$ cat src/rtl/dmem_pkg.sv
// dmem_pkg: shared definitions for the data-memory responder.
//   state_e       : responder FSM states (IDLE, WAIT, RESP)
//   CNT_W         : width of the wait-state down-counter
//   MMIO_SW_ADDR  : switch input register (read-only), used with DMEM_MMIO_EN
//   MMIO_HEX_ADDR : debug display register (read/write), used with DMEM_MMIO_EN
package dmem_pkg;

  localparam int          CNT_W         = 4;
  localparam logic [31:0] MMIO_SW_ADDR  = 32'hFFFF_0000;
  localparam logic [31:0] MMIO_HEX_ADDR = 32'hFFFF_0004;

  typedef enum logic [1:0] {
    IDLE = 2'd0,
    WAIT = 2'd1,
    RESP = 2'd2
  } state_e;

endpackage

$ cat src/rtl/dmem_if.sv
// dmem_if: load/store request/response bundle between the Memory stage and
// the data-memory responder.
//   req_valid/req_ready : request handshake (taken when both are high)
//   req_we/addr/wdata   : request payload (write flag, byte address, data)
//   rsp_valid           : single-cycle response pulse
//   rsp_rdata/rsp_err   : response payload, meaningful only with rsp_valid
//   busy                : a transaction is outstanding (stall hint)
// Modports: master = processor side, slave = responder side.
interface dmem_if #(
  parameter int ADDR_W = 32,
  parameter int DATA_W = 32
);
  logic              req_valid;
  logic              req_ready;
  logic              req_we;
  logic [ADDR_W-1:0] req_addr;
  logic [DATA_W-1:0] req_wdata;
  logic              rsp_valid;
  logic [DATA_W-1:0] rsp_rdata;
  logic              rsp_err;
  logic              busy;

  modport master (
    output req_valid, req_we, req_addr, req_wdata,
    input  req_ready, rsp_valid, rsp_rdata, rsp_err, busy
  );

  modport slave (
    input  req_valid, req_we, req_addr, req_wdata,
    output req_ready, rsp_valid, rsp_rdata, rsp_err, busy
  );
endinterface

$ cat src/rtl/dmem_array.sv
// dmem_array: synchronous single-port DEPTH x DATA_W storage.
//   clk, reset : clock and asynchronous active-low reset (read register only)
//   we, re     : write enable / read enable, mutually exclusive per cycle
//   addr       : word index
//   wdata      : write data
//   rdata      : registered read data, updated only on a read-enabled edge
module dmem_array #(
  parameter  int DEPTH  = 64,
  parameter  int DATA_W = 32,
  localparam int AW     = $clog2(DEPTH)
) (
  input  logic              clk,
  input  logic              reset,
  input  logic              we,
  input  logic              re,
  input  logic [AW-1:0]     addr,
  input  logic [DATA_W-1:0] wdata,
  output logic [DATA_W-1:0] rdata
);

  logic [DATA_W-1:0] mem [DEPTH];

  // NOTE: the storage array has no reset; clearing it would force it into
  // flops instead of a RAM macro, and software never relies on its contents.
  // NOTE: sequential state is assigned with <= so every register samples
  // pre-edge values regardless of block ordering.
  always_ff @(posedge clk) begin
    if (we) mem[addr] <= wdata;
  end

  always_ff @(posedge clk or negedge reset) begin
    if (!reset)  rdata <= '0;
    else if (re) rdata <= mem[addr];
  end

endmodule

$ cat src/rtl/dmem_responder.sv
// dmem_responder: memory-side end of the processor's load/store interface.
// Accepts one word request at a time, waits WAIT_CYCLES, then pulses a
// one-cycle response carrying read data or an error flag.
//   clk, reset : clock and asynchronous active-low reset
//   bus        : dmem_if.slave request/response bundle plus busy
//   sw_in      : switch inputs, readable at MMIO_SW_ADDR
//   hex_out    : debug display register at MMIO_HEX_ADDR
// Build option: define DMEM_MMIO_EN to map the two MMIO registers; without
// it sw_in is ignored, hex_out is 0 and both addresses report an error.
module dmem_responder
  import dmem_pkg::*;
#(
  parameter int DEPTH       = 64,
  parameter int WAIT_CYCLES = 2,
  parameter int DATA_W      = 32,
  parameter int ADDR_W      = 32
) (
  input  logic        clk,
  input  logic        reset,
  dmem_if.slave       bus,
  input  logic [3:0]  sw_in,
  output logic [31:0] hex_out
);

  localparam int AW = $clog2(DEPTH);
  localparam logic [CNT_W-1:0] CNT_LOAD =
    (WAIT_CYCLES > 0) ? CNT_W'(WAIT_CYCLES - 1) : '0;

  state_e            state;
  logic [CNT_W-1:0]  cnt;
  logic              we_q;
  logic [ADDR_W-1:0] addr_q;
  logic [DATA_W-1:0] wdata_q;
  logic              rsp_err_q;
  logic              use_arr_q;
  logic [DATA_W-1:0] rsp_data_q;

  logic              accept;
  logic              enter_resp;
  logic              cur_we;
  logic [ADDR_W-1:0] cur_addr;
  logic [DATA_W-1:0] cur_wdata;
  logic              in_range;
  logic              is_sw;
  logic              is_hex;
  logic              acc_err;
  logic              arr_we;
  logic              arr_re;
  logic [DATA_W-1:0] arr_rdata;
  logic [DATA_W-1:0] mmio_rdata;
  logic [31:0]       hex_q;

  assign bus.req_ready = (state == IDLE);
  assign bus.busy      = (state != IDLE);
  assign bus.rsp_valid = (state == RESP);
  assign bus.rsp_err   = rsp_err_q;
  assign bus.rsp_rdata = use_arr_q ? arr_rdata : rsp_data_q;

  assign accept     = bus.req_valid && bus.req_ready;
  // With zero wait states the commit edge is the accept edge itself.
  assign enter_resp = (state == IDLE && accept && WAIT_CYCLES == 0) ||
                      (state == WAIT && cnt == '0);

  // NOTE: every always_comb output gets a default first, so no path can
  // leave a value unassigned and infer a latch.
  always_comb begin
    cur_we     = we_q;
    cur_addr   = addr_q;
    cur_wdata  = wdata_q;
    is_sw      = 1'b0;
    is_hex     = 1'b0;
    mmio_rdata = '0;
    // In IDLE the request has not been latched yet, so decode the live bus.
    if (state == IDLE) begin
      cur_we    = bus.req_we;
      cur_addr  = bus.req_addr;
      cur_wdata = bus.req_wdata;
    end
    in_range = (cur_addr >> 2) < ADDR_W'(DEPTH);
`ifdef DMEM_MMIO_EN
    is_sw  = (cur_addr == MMIO_SW_ADDR);
    is_hex = (cur_addr == MMIO_HEX_ADDR);
    if (is_sw)       mmio_rdata = {28'b0, sw_in};
    else if (is_hex) mmio_rdata = hex_q;
`endif
    // The switch register is read-only, so a write there is an error.
    acc_err = (cur_addr[1:0] != 2'b00) ||
              !(in_range || is_hex || (is_sw && !cur_we));
    arr_we  = enter_resp && !acc_err && in_range &&  cur_we;
    arr_re  = enter_resp && !acc_err && in_range && !cur_we;
  end

  always_ff @(posedge clk or negedge reset) begin
    if (!reset) begin
      state      <= IDLE;
      cnt        <= '0;
      we_q       <= 1'b0;
      addr_q     <= '0;
      wdata_q    <= '0;
      rsp_err_q  <= 1'b0;
      use_arr_q  <= 1'b0;
      rsp_data_q <= '0;
    end else begin
      if (enter_resp) begin
        rsp_err_q  <= acc_err;
        use_arr_q  <= arr_re;
        rsp_data_q <= (!acc_err && !cur_we && !in_range) ? mmio_rdata : '0;
      end
      case (state)
        IDLE: if (accept) begin
          we_q    <= bus.req_we;
          addr_q  <= bus.req_addr;
          wdata_q <= bus.req_wdata;
          if (WAIT_CYCLES == 0) begin
            state <= RESP;
          end else begin
            state <= WAIT;
            cnt   <= CNT_LOAD;
          end
        end
        WAIT: begin
          if (cnt == '0) state <= RESP;
          else           cnt   <= cnt - 1'b1;
        end
        RESP:    state <= IDLE;
        default: state <= IDLE;
      endcase
    end
  end

`ifdef DMEM_MMIO_EN
  always_ff @(posedge clk or negedge reset) begin
    if (!reset) hex_q <= '0;
    else if (enter_resp && cur_we && is_hex && !acc_err) hex_q <= cur_wdata;
  end
  assign hex_out = hex_q;
`else
  logic unused_sw;
  assign hex_q     = '0;
  assign hex_out   = '0;
  assign unused_sw = ^{sw_in, hex_q};
`endif

  dmem_array #(
    .DEPTH  (DEPTH),
    .DATA_W (DATA_W)
  ) u_array (
    .clk   (clk),
    .reset (reset),
    .we    (arr_we),
    .re    (arr_re),
    .addr  (cur_addr[AW+1:2]),
    .wdata (cur_wdata),
    .rdata (arr_rdata)
  );

endmodule

$ cat src/flat_wrapper.sv
// flat-port wrapper written by rule: the top's interface ports become plain ports
module dmem_responder_flat import dmem_pkg::*;
#(
  parameter int DEPTH       = 64,
  parameter int WAIT_CYCLES = 2,
  parameter int DATA_W      = 32,
  parameter int ADDR_W      = 32
)
  (clk, reset, sw_in, hex_out, bus_req_valid, bus_req_we, bus_req_addr, bus_req_wdata, bus_req_ready, bus_rsp_valid, bus_rsp_rdata, bus_rsp_err, bus_busy);
  dmem_if #(.ADDR_W(ADDR_W), .DATA_W(DATA_W)) bus_i ();
  input  logic clk;
  input  logic reset;
  input  logic [3:0] sw_in;
  output logic [31:0] hex_out;
  input wire logic [$bits(bus_i.req_valid)-1:0] bus_req_valid;
  input wire logic [$bits(bus_i.req_we)-1:0] bus_req_we;
  input wire logic [$bits(bus_i.req_addr)-1:0] bus_req_addr;
  input wire logic [$bits(bus_i.req_wdata)-1:0] bus_req_wdata;
  output wire logic [$bits(bus_i.req_ready)-1:0] bus_req_ready;
  output wire logic [$bits(bus_i.rsp_valid)-1:0] bus_rsp_valid;
  output wire logic [$bits(bus_i.rsp_rdata)-1:0] bus_rsp_rdata;
  output wire logic [$bits(bus_i.rsp_err)-1:0] bus_rsp_err;
  output wire logic [$bits(bus_i.busy)-1:0] bus_busy;
  assign bus_i.req_valid = bus_req_valid;
  assign bus_i.req_we = bus_req_we;
  assign bus_i.req_addr = bus_req_addr;
  assign bus_i.req_wdata = bus_req_wdata;
  assign bus_req_ready = bus_i.req_ready;
  assign bus_rsp_valid = bus_i.rsp_valid;
  assign bus_rsp_rdata = bus_i.rsp_rdata;
  assign bus_rsp_err = bus_i.rsp_err;
  assign bus_busy = bus_i.busy;
  dmem_responder #(.DEPTH(DEPTH), .WAIT_CYCLES(WAIT_CYCLES), .DATA_W(DATA_W), .ADDR_W(ADDR_W)) u_core (.clk(clk), .reset(reset), .bus(bus_i), .sw_in(sw_in), .hex_out(hex_out));
endmodule
$ cat config.mk
export PLATFORM = sky130hd
export DESIGN_NAME = dmem_responder_flat
export DESIGN_NICKNAME = d
export VERILOG_FILES = /design/src/rtl/dmem_pkg.sv /design/src/rtl/dmem_if.sv /design/src/rtl/dmem_array.sv /design/src/rtl/dmem_responder.sv /design/src/flat_wrapper.sv
export SDC_FILE = /design/constraint.sdc
export NUM_CORES = 2
export LEC_CHECK = 0
export ABC_CLOCK_PERIOD_IN_PS = 4600
export CAP_MARGIN = 0
export CORE_MARGIN = 3
export CORE_UTILIZATION = 45
export CTS_BUF_LIST = sky130_fd_sc_hd__clkbuf_8
export DETAILED_ROUTE_END_ITERATION = 8
export PLACE_DENSITY = 0.61
export SYNTH_ARGS = -nofsm -noshare
export SYNTH_HDL_FRONTEND = slang
export SYNTH_SLANG_ARGS = --single-unit
$ cat constraint.sdc
create_clock -name clk -period 4.6 [get_ports clk]
set_input_delay 0.69 -clock clk [delete_from_list [all_inputs] [get_ports clk]]
set_output_delay 0.69 -clock clk [all_outputs]
set_load 0.02 [all_outputs]
# Word-level counts from Yosys, hierarchy flattened
# Memories as Yosys holds them, arrays and structs flattened. A register that Yosys moved wholly into a read port is not among the register bits.
# Cells that the tools add are included.
# totals
n_memories	1
mem_bits_rw	2048
reg_bits	73
latch_bits	0
mem_bits_ro	0
in_bits	72
out_inout_bits	68
# memory_table
memory	words	width	read_ports	rd_clocked_by_memory_dff	write_ports	line_no	text
u_core.u_array.mem	64	32	1	1	1	dmem_array.sv:21	logic [DATA_W-1:0] mem [DEPTH];
# op_classes
muxes	12
n_mul	0
addsub	1
div_mod_pow	0
bitwise	0
n_reduce_logical	19
n_lt_le_gt_ge	1
shift	0
n_eq_ne	5
# op_table
cell	count
$mux 32	3
$lt 30x7->1 const B	1
$mux 4	2
$pmux 4 s2	1
$logic_and 1x1->1	6
$ne 2x2->1 const B	3
$reduce_bool 2->1	3
$logic_not 1->1	4
$logic_not 4->1	1
$mux 2	2
$pmux 2 s2	1
$reduce_and 2->1	2
$sub 4x1->4 const B	1
$mux 1	3
$reduce_and 3->1	1
$eq 2x1->1 const B	1
$eq 2x2->1 const B	1
$logic_not 2->1	1
$logic_or 1x1->1	1

# Logic depth before layout (Yosys ltp)
# depth
ltp_word	11
depth_mapped	13
mapped_depth_nobuf	9

# Hierarchy
# A second synthesis with hierarchy kept.
# hier_totals
cells_unflattened	4584
hier_area_um2	83876.7
# by_module_without_submodules
module	cells_each	n_inst	seq_area_each_um2	area_per_inst_um2
dmem_array	4279	1	62299.8	79932.9
dmem_responder	305	1	1826.8	3943.8

# Least setup slack after synthesis
# No wires, ideal clock.
# synth_path
path_type	input -> register
from	input bus_req_addr[2]
to	memory u_core.u_array.mem[11][0] (enable)
arrival_ns	3.655
n_path_buf	4
setup_ns	0.421
required_time_ns	4.179
cell_stages	9
setup_slack_ns	0.524
path_cell_list	buf_2 > nor3b_1 > nor2_1 > buf_2 > buf_2 > buf_2 > nor2_1 > nand2_1 > nor2_1
# synth_between
elab_chain_cells	10
# synth_rtl
item	line_no	text
from (decl)	flat_wrapper.sv:17	input wire logic [$bits(bus_i.req_addr)-1:0] bus_req_addr;
$mux 32 *	dmem_responder.sv:74	if (state == IDLE) begin
$lt 30x7->1	dmem_responder.sv:79	in_range = (cur_addr >> 2) < ADDR_W'(DEPTH);
$logic_not 1->1	dmem_responder.sv:88	!(in_range || is_hex || (is_sw && !cur_we));
$logic_or 1x1->1	dmem_responder.sv:87	acc_err = (cur_addr[1:0] != 2'b00) ||
$logic_not 1->1	dmem_responder.sv:89	arr_we = enter_resp && !acc_err && in_range && cur_we;
$logic_and 1x1->1 (3 in a row)	dmem_responder.sv:89	
$mux 1	dmem_array.sv:28	if (we) mem[addr] <= wdata;
$mux 1 (implied by the code)	dmem_array.sv:28	
to (decl)	dmem_array.sv:21	
# Mark *: on every way between the ends. The rest lies on a longest branch, timed or not.

# Worst setup path in the final report
# layout_path
from	register u_core.state[0]
to	register u_core.u_array.rdata[14], read port of u_core.u_array.mem
# layout_between
elab_chain_cells	9
elab_cells_between_ends	14
# layout_rtl
item	line_no	text
from (decl)	dmem_responder.sv:29	state_e state;
from (signal assigned)	dmem_responder.sv:95	state <= IDLE;
from (signal assigned)	dmem_responder.sv:115	state <= RESP;
from (signal assigned)	dmem_responder.sv:117	state <= WAIT;
$logic_not 2->1	-	
$mux 32	dmem_responder.sv:74	
$lt 30x7->1	dmem_responder.sv:79	
$logic_not 1->1	dmem_responder.sv:88	
$logic_or 1x1->1	dmem_responder.sv:87	
$logic_not 1->1	dmem_responder.sv:90	arr_re = enter_resp && !acc_err && in_range && !cur_we;
$logic_and 1x1->1 (3 in a row)	dmem_responder.sv:90	
to (decl)	dmem_array.sv:18	output logic [DATA_W-1:0] rdata
# Several ways; a longest one is shown, not always the timed one.
# A chain may end at the register's enable or synchronous reset.

==> reports/metrics.csv <==
stage,metric,value,unit
sta,maxSlewHeadroom,12.1,%
logic_synthesis,synth_edf_count,2048,
floorplanning,die_w,435,µm
power,ir_drop,0.000981,V
floorplanning,core,182000,µm²
clock_network,cts_made_buffers,352,
sta,fin_skew,0.0786,ns
global_route,grt_first_pass_wirelength,381000,µm
power,seqPwrFrac,39.8,%
sta,finalHoldWorstSlack,0.230,ns
floorplanning,chipHeight,435,µm
logic_synthesis,synth-seq-area-share,77.4,%
clock_network,htreeDepth,5,
logic_synthesis,synth_flop_cell,edfxtp_1,
logic_synthesis,synth_seq_cells,2153,
clock_network,root_buffer,clkbuf_8,
global_route,antenna_found_initial,10,
floorplanning,die-area,189000,µm²
setup_path,critical_path.startpoint_type,flip-flop,
sta,worst_slew_pin_slew,1.32,ns
finish,syn_to_final_growth,16.6,%
clock_network,cts.reportedPaths.clkPinSlew,0.06,ns
logic_synthesis,yosys_warnings,0,
clock_network,cts_buffer_depth,4,
global_route,grt_pass1_vias,51200,
logic_synthesis,syn_area_per_cell,16.6,µm²
floorplanning,io_pins,140,
finish,drive_above_1_share,20.0,%
placement,dp_hpwl,162000,µm
drt,route.final.wire_length,271000,µm
logic_synthesis,synth_cell_type_count,81,
logic_synthesis,synthArstFlopShare,4.88,%
clock_network,hold_buffers,1,
clock_network,post_cts_resized,0,
power,p_comb_share,37.1,%
drt,post_drt_wl_per_cell,32.8,µm
setup_path,cp_max_fo,18,
placement,io_buffers,103,
placement,gp_congestion,0.866,
flow_run,cap_violations,0,
setup_path,end_kind,flip-flop,
power,switching_power,24.8,mW
sta,hold_viol_final,0,
sta,fmax,235,MHz
sta,finalCriticalPeriod,4.25,ns
sta,fin_crit_sh,92.5,%
sta,setup_viol,0,
drt,firstDrtPassIters,9,
power,power.internal,40.9,mW
hold_path,hold_path.class,in2async,
setup_path,max_stage_delay,0.79,ns
finish,utilization,53.1,%
drt,ant_nets,0,
power,netSwitchingFraction,37.8,%
global_route,grt_max_degree,97,
setup_path,path_cells,or2_2 -> inv_4 -> mux2i_2 -> buf_4 -> nor2_1 -> nand2_2 -> buf_4 -> a31oi_1 -> a2111oi_0 -> a21oi_1,
power,p_per_area,679,nW/µm²
clock_network,cts_setup_buffers,0,
finish,final_nets,5622,
setup_path,worstSetupPathType,reg2reg,
logic_synthesis,syn_inst,5001,
clock_network,cts_sinks,2153,
floorplanning,start_util,45.6,%
power,p_clk_share,23.1,%
clock_network,clock_latency,1.09,ns
setup_path,cp_common_cell,buf_4,
setup_path,rr_startpoint,u_core.state[0],
sta,rsz0062_at_grt,false,
clock_network,cts_tree,built,
power,p_leak,31.8,nW
run_status,status,completed,
drt,drt-initial-drc-count,8111,
floorplanning,placementRows,156,
drt,viasPerCell,6.38,
finish,layout_commonest_cell,edfxtp_1,
global_route,grt_overflow_total,0,
setup_path,crit_path_top_delay_cell,a2111oi_0,
logic_synthesis,syn-cell-area,82900,µm²
sta,finalMaxSlewViolations,0,
drt,route.detailed.drc,0,
finish,mostFrequentLayoutCells,"edfxtp_1, buf_4, clkbuf_8",
setup_path,required,5.46,ns
global_route,track_usage,27.9,%
setup_path,critical_path.startpoint,u_core.state[0],
drt,vias,52700,
setup_path,crit_arrival,5.12,ns
sequential cells by signal, indices dropped and copies added (netlist names):
signal	count
u_core.u_array.rdata	32
u_core.u_array.mem	2048
u_core.state	2
u_core.wdata_q	32
u_core.cnt	4
u_core.we_q	1
u_core.use_arr_q	1
u_core.addr_q	32
u_core.bus.rsp_err	1
layout make-up:
| cell class | count | area, µm² |
|---|---|---|
| Antenna cell | 5 | 12.5 |
| Clock buffer | 371 | 5110 |
| Clock inverter | 238 | 1120 |
| Fill cell | 14700 | 85300 |
| Inverter | 6 | 25.0 |
| Multi-Input combinational cell | 2478 | 17700 |
| Sequential cell | 2153 | 64100 |
| Tap cell | 2449 | 3060 |
| Timing Repair Buffer | 558 | 5450 |
routing by layer:
layer | GRT usage, % | routed length [µm]
met5 | 0 | 34
met4 | 10.9 | 10900
met3 | 6.49 | 32900
met2 | 43.4 | 125000
met1 | 38.3 | 103000
cells by family after synthesis:
group / Yosys count / synth area share, %
AO/OA/AOI/OAI: 1338 / 11.3
XOR/XNOR: 2 / 0.0211
adder cells (fa/ha/maj): 1 / 0.0151
buffers and inverters: 401 / 2.33
flip-flops: 2153 / 77.4
multiplexers: 379 / 4.84
other: 1 / 0.00452
AND/OR/NAND/NOR: 726 / 4.17
cells in the mapped netlist, drive strengths merged, types with 6 or more instances:
cell     count  area share, %
mux2       147            2.0
nand3      195            1.2
nand2      227            1.0
nand2b       8          0.060
dfrtp      105            3.2
nor4b        9           0.10
clkbuf     179           0.81
and2        39           0.29
nor2       138           0.62
a22oi      151            1.4
mux2i      230            2.8
a21oi      246            1.5
a221oi      60           0.64
buf        216            1.5
a31oi      103           0.78
nor4        40           0.30
a221o        8          0.097
nand4        7          0.053
o22a        12           0.13
and3         9          0.068
nor3        18           0.12
a22o       100            1.1
a211oi       9          0.082
a21o         6          0.054
a2111oi     50           0.53
o21a        12           0.11
o211ai      11           0.10
o21ai      254            1.6
edfxtp    2048             74
or2          7          0.053
inv          6          0.030
o22ai      116           0.88
a222oi     164            2.0
metrics by stage:
stage,setup slack (ns),power (mW),TNS (ns),cells,area [µm²]
after global routing,0.235,67.7,0,8254,96600
after global placement,-0.0692,50.0,-0.0692,7643,90400
after floorplan,0.524,38.8,0,5032,83000
after detailed placement,-0.0343,50.3,-0.0343,7643,90400
final,0.347,65.7,0,8258,96700
after CTS,0.259,65.3,0,8253,96600
final timing paths:
kind,to,slack [ns],depth (start not counted)
max,u_core.u_array.rdata[14],0.35,10
min,u_core.wdata_q[12],0.23,2
max reg2reg,u_core.u_array.rdata[14],0.35,10
min reg2reg,u_core.use_arr_q,0.48,2
max in group asynchronous,u_core.u_array.rdata[30],3.45,3
min in group clk,u_core.addr_q[29],0.25,2
worst max-delay path, delay by kind of cell, from the launching register on:
kind | cells | cell delay, ns
and+or+nand+nor | 3 | 0.75
buffers and inverters | 3 | 1.07
DFF | 1 | 0.52
AOI/OAI and AO/OA | 3 | 1.14
muxes | 1 | 0.54
power groups by stage:
stage          Combinational (mW)  Sequential, mW  Clock (mW)
4_1_cts                      23.8            26.1        15.3
3_5_place_dp                 23.8            26.5           0
6_report                     24.3            26.2        15.1
5_1_grt                      25.3            26.2        16.3
2_1_floorplan                12.2            26.6           0
3_3_place_gp                 23.5            26.5           0
Note: power is estimated with default switching activity, not from simulation.
